==> config.mk <==
export PLATFORM = sky130hd
export DESIGN_NAME = instr_fetch
export DESIGN_NICKNAME = d
export VERILOG_FILES = /design/src/rtl/mp_pkg.sv /design/src/rtl/opcode_check.sv /design/src/rtl/instr_fetch.sv
export SDC_FILE = /design/constraint.sdc
export NUM_CORES = 1
export LEC_CHECK = 0
export ABC_CLOCK_PERIOD_IN_PS = 3900
export BUFFER_PORTS_ARGS = -buffer_cell sky130_fd_sc_hd__buf_2
export CORE_UTILIZATION = 52
export DETAILED_ROUTE_END_ITERATION = 8
export MAX_ROUTING_LAYER = met4
export PLACE_DENSITY = 0.68
export SLEW_MARGIN = 20
export SYNTH_ARGS = -nofsm -noshare
export SYNTH_HDL_FRONTEND = slang
export SYNTH_SLANG_ARGS = --single-unit
==> constraint.sdc <==
create_clock -name clk -period 3.9 [get_ports clk]
set_input_delay 0.78 -clock clk [delete_from_list [all_inputs] [get_ports clk]]
set_output_delay 0.78 -clock clk [all_outputs]
set_load 0.005 [all_outputs]
==> src/rtl/mp_pkg.sv <==
// Shared definitions for the instruction fetch slice: sizes, instruction
// field layout, opcode validity table and the fetch FSM state type.
package mp_pkg;

  localparam int DEPTH   = 32;
  localparam int AW      = 5;
  localparam int XLEN    = 32;
  localparam int LEN_W   = 6;
  localparam int MAX_LEN = 32;
  localparam int CNT_W   = 8;

  localparam int OPC_LSB  = 0;
  localparam int OPC_W    = 6;
  localparam int SRC1_LSB = 6;
  localparam int SRC2_LSB = 11;
  localparam int DST_LSB  = 16;
  localparam int REG_W    = 5;

  // Bit n set means opcode n is valid: 1,4,5,6,7,8,9,11,12,13,14.
  // Opcodes 16 and above are never valid.
  localparam logic [15:0] VALID_OPC_MASK = 16'h7BF2;

  typedef enum logic [1:0] {
    S_IDLE,
    S_FETCH,
    S_ISSUE,
    S_DONE
  } fetch_state_e;

  function automatic logic [OPC_W-1:0] opc_field(input logic [XLEN-1:0] instr);
    return instr[OPC_LSB +: OPC_W];
  endfunction

endpackage

==> src/rtl/opcode_check.sv <==
// Flags whether a 6-bit opcode belongs to the implemented instruction set.
module opcode_check
  import mp_pkg::*;
(
  input  logic [OPC_W-1:0] opcode,
  output logic             valid
);

  assign valid = (opcode[5:4] == 2'b00) && VALID_OPC_MASK[opcode[3:0]];

endmodule

==> src/rtl/instr_fetch.sv <==
// Instruction fetch unit: issues prog_len words from a local instruction
// memory over a valid/ready handshake, optionally looping, and counts
// issued instructions with invalid opcodes.
module instr_fetch #(
  parameter int DEPTH = mp_pkg::DEPTH
) (
  input  logic                    clk,
  input  logic                    rst_n,
  input  logic                    start,
  input  logic                    stop,
  input  logic [5:0]              prog_len,
  input  logic                    loop_en,
  input  logic                    load_en,
  input  logic [mp_pkg::AW-1:0]   load_addr,
  input  logic [31:0]             load_data,
  output logic [31:0]             instr_out,
  output logic                    instr_valid,
  input  logic                    instr_ready,
  output logic [mp_pkg::AW-1:0]   pc,
  output logic                    busy,
  output logic                    done,
  output logic [7:0]              invalid_cnt
);
  import mp_pkg::*;

  logic [XLEN-1:0]  mem [DEPTH];
  fetch_state_e     state_q, state_d;
  logic [LEN_W-1:0] len_q, len_start;
  logic             accept_start, handshake, last, opc_ok;

  assign len_start    = (prog_len > LEN_W'(MAX_LEN)) ? LEN_W'(MAX_LEN) : prog_len;
  // A write in the same cycle as start wins; the start is dropped.
  assign accept_start = (state_q == S_IDLE) && start && !load_en && !stop;
  assign handshake    = instr_valid && instr_ready;
  assign last         = ({1'b0, pc} == (len_q - LEN_W'(1)));

  assign instr_valid = (state_q == S_ISSUE);
  assign busy        = (state_q == S_FETCH) || (state_q == S_ISSUE);
  assign done        = (state_q == S_DONE);

  opcode_check u_opcode_check (
    .opcode (opc_field(instr_out)),
    .valid  (opc_ok)
  );

  // NOTE: the memory has no reset so it keeps its program across rst_n and
  // maps onto plain RAM; writes are only honoured while idle.
  always_ff @(posedge clk) begin
    if (load_en && (state_q == S_IDLE)) begin
      mem[load_addr] <= load_data;
    end
  end

  // NOTE: every always_comb output gets a default first so no latch is inferred.
  always_comb begin
    state_d = state_q;
    unique case (state_q)
      S_IDLE: begin
        if (accept_start) begin
          state_d = (len_start == '0) ? S_DONE : S_FETCH;
        end
      end
      S_FETCH: state_d = S_ISSUE;
      S_ISSUE: begin
        if (handshake) begin
          state_d = (last && !loop_en) ? S_DONE : S_FETCH;
        end
      end
      S_DONE:  state_d = S_IDLE;
      default: state_d = S_IDLE;
    endcase
    if (stop) begin
      state_d = S_IDLE;
    end
  end

  // NOTE: sequential state uses non-blocking assignments only.
  always_ff @(posedge clk or negedge rst_n) begin
    if (!rst_n) begin
      state_q     <= S_IDLE;
      len_q       <= '0;
      pc          <= '0;
      instr_out   <= '0;
      invalid_cnt <= '0;
    end else begin
      state_q <= state_d;
      if (!stop) begin
        if (accept_start) begin
          len_q       <= len_start;
          pc          <= '0;
          invalid_cnt <= '0;
        end
        if (state_q == S_FETCH) begin
          instr_out <= mem[pc];
        end
        if ((state_q == S_ISSUE) && handshake) begin
          if (!last) begin
            pc <= pc + AW'(1);
          end else if (loop_en) begin
            pc <= '0;
          end
          if (!opc_ok && (invalid_cnt != '1)) begin
            invalid_cnt <= invalid_cnt + CNT_W'(1);
          end
        end
      end
    end
  end

endmodule

==> impl_metrics.tcl <==
set metrics [dict create \
    layout_setup_ws_ns 0.804 \
    powerDensity_nw_per_um2 519 \
    start_util 0.526 \
    crit_type "reg2reg" \
    final.setup.tns_ns 0 \
    area_growth_pct 13.9 \
    wl_um 103000 \
    dp_hpwl_um 59300 \
    synth_edf_count 1024 \
    drtIter0Drc 2243 \
    fin_area_sq_um 47400 \
    cp_slowest_cell "dfrtp_4" \
    final_nets 2256 \
    clock-skew-final_ns 0.0212 \
    vias 21200 \
    cp.arrival_ns 3.60 \
    drcViolationCount 0 \
    antenna_found_initial 2 \
    hold_buffers 0 \
    ir_drop_v 0.000340 \
    synth.avg_cell_area_sq_um 20.7 \
    htree_levels 3 \
    synth_flop_cell "edfxtp_1" \
    worstSetupEndpointType "flop" \
    fmax_ghz 0.323 \
    wire_per_inst_um 30.9 \
    fin_crit_sh 0.794 \
    ys_ff_latch 1077 \
    tightest_slew_ns 1.02 \
    r2r_cells 6 \
    port_buffers 97 \
    period_minus_slack_ns 3.10 \
    track_usage 0.267 \
    syn_inst 2014 \
    grt_max_degree 65 \
    cts_setup_buffers 0 \
    status "finished, final reports clean" \
    fp.dieH_um 285 \
    via_per_inst 6.35 \
    pre_cts_ws_ns 0.817 \
    setup_viol 0 \
    cts_buffer_depth 3 \
    hp-class "in2async" \
    cp_slowest_stage_delay_ns 0.71 \
    ios 98 \
    reg2reg_to "instr_out[1]" \
    drive_gt1_frac 0.261 \
    cap_violations 0 \
    netlist.area_leader.share 0.738 \
    path_cells "buf_12 -> nand2_2 -> buf_4 -> o22ai_1 -> a2111oi_1 -> o31ai_1" \
    rsz0062_at_grt "no" \
    hold_viol 0 \
    yosys_warnings 0 \
    p_leak_nw 14.6 \
    synth_top_area_cell "edfxtp_1" \
    netlist_area_sq_um 41700 \
    root_buffer "clkbuf_16" \
    place_area_sq_um 44100 \
    rrSetupSlack_ns 0.80 \
    rows 103 \
    grt_pass1_vias 21500 \
    dieWidth_um 285 \
    start_kind "flop" \
    async_flop_share 0.0492 \
    clk_pin_slew_worst_paths_ns 0.06 \
    clk-insertion-delay-late_ns 0.67 \
    cts_tree "yes" \
    post_cts_resized 0 \
    yosys-top-cells-area "edfxtp_1 74%, mux4_2 10%, mux2i_1 4.5%, dfrtp_1 3.2%, a2111oi_1 1.4%" \
    drtPass1Iterations 5 \
    critPathMaxFanout 27 \
    required_ns 4.40 \
    grt_pass1_wl_um 150000 \
    relSlewSlack 0.311 \
    drv_slew 0 \
    cts_made_buffers 105 \
    fp.dieArea_sq_um 81200 \
    cts.sinks 1077 \
    gr-total-overflow 0 \
    syn_nets 2072 \
    netlist-cell-type-count 56 \
    coreArea_sq_um 79100 \
    yosysSeqAreaShare 0.770 \
    ant_nets 0 \
    r2r_start "pc[0]" \
    gp_congestion 0.839 \
]
per-stage QoR:
stage               std cells  utilization  power [mW]  hold WS, ns
finish                   3337        0.600        24.6        0.282
global route             3336        0.600        25.3        0.299
CTS                      3335        0.599        24.8        0.274
detailed placement       3141        0.558        15.1        0.495
global placement         3141        0.558        15.0        0.492
floorplan                2014            -        14.2        0.473
where the power goes:
group,leakage (nW),internal [mW],switching (mW),total (mW)
logic,3.09,0.720,0.922,1.64
clock network,1.63,5.56,4.22,9.78
registers,9.89,12.9,0.291,13.2
total,14.6,19.2,5.43,24.6
layer usage:
metal,vias to the layer above,global-route usage,share of wire
met4,0,0.0873,0.028
met1,11300,0.360,0.40
met3,163,0.0397,0.081
met5,-,-,0
li1,8748,-,-
met2,1019,0.422,0.49
logic make-up (layout without fill, tap and decap cells):
kind of cell             Yosys count  count (layout)  share of synthesized area
AO/OA/AOI/OAI                    199             199                     0.0370
XOR/XNOR                           7               7                    0.00147
adder cells (fa/ha/maj)            8               8                    0.00240
buffers and inverters            122             393                     0.0149
flip-flops                      1077            1077                      0.770
multiplexers                     384             384                      0.151
other                              0               2                          0
AND/OR/NAND/NOR                  217             217                     0.0235
synth_stat cells, drive strengths merged (4+ instances only):
cell type  instances
nor2             110
xnor2              4
edfxtp          1024
ha                 8
nor2b              6
mux4             194
o31ai             34
or3                4
a2111oi           63
o21ai             19
inv                7
buf               66
nand2b            10
clkbuf            49
nand4              4
o22ai             65
dfrtp             53
mux2i            188
nand2             49
nand3             12
critical path, delay by kind of cell (launching register included):
| kind | cells | cell delay, ns |
|---|---|---|
| DFF | 1 | 0.71 |
| and+or+nand+nor | 1 | 0.50 |
| AOI/OAI and AO/OA | 3 | 1.01 |
| buffers and inverters | 2 | 0.68 |
layout by cell type, fill, tap and decap left out, types with 4 or more instances in the layout:
| cell | instances |
|---|---|
| clkinvlp_4 | 6 |
| bufinv_16 | 8 |
| mux4_2 | 194 |
| clkinv_1 | 21 |
| nand3_1 | 12 |
| dfrtp_1 | 48 |
| nand2_1 | 48 |
| xnor2_1 | 4 |
| clkbuf_1 | 19 |
| o31ai_1 | 33 |
| dfrtp_4 | 4 |
| buf_12 | 22 |
| or3_1 | 4 |
| a2111oi_1 | 59 |
| edfxtp_1 | 1024 |
| inv_1 | 6 |
| nor2_4 | 32 |
| nor2_1 | 78 |
| o22ai_1 | 65 |
| inv_6 | 5 |
| buf_4 | 73 |
| nor2b_1 | 6 |
| clkinv_2 | 25 |
| clkbuf_16 | 106 |
| mux2i_1 | 188 |
| ha_1 | 8 |
| buf_2 | 97 |
| o21ai_0 | 16 |
| nand2b_1 | 8 |
registers in the layout (all words and copies together) (netlist names):
register	count
state_q	2
invalid_cnt	8
pc	5
mem	1024
instr_out	32
len_q	6
how the worst max path moves through the flow:
stage / startpoint / to
6_report: pc[0] / instr_out[1]
3_3_place_gp: pc[0] / instr_out[6]
3_5_place_dp: pc[0] / instr_out[6]
2_1_floorplan: load_addr[1] / mem[24][0]
4_1_cts: pc[0] / instr_out[6]
5_1_grt: pc[0] / instr_out[1]
cell type report:
class / count / area, sq um
Sequential cell: 1077 / 32100
Timing Repair Buffer: 192 / 1470
Clock inverter: 67 / 569
Multi-Input combinational cell: 815 / 9210
Antenna cell: 2 / 5.00
Clock buffer: 127 / 2750
Fill cell: 5532 / 31700
Tap cell: 1050 / 1310
Inverter: 7 / 26.3
(Power assumes the default switching activity.)
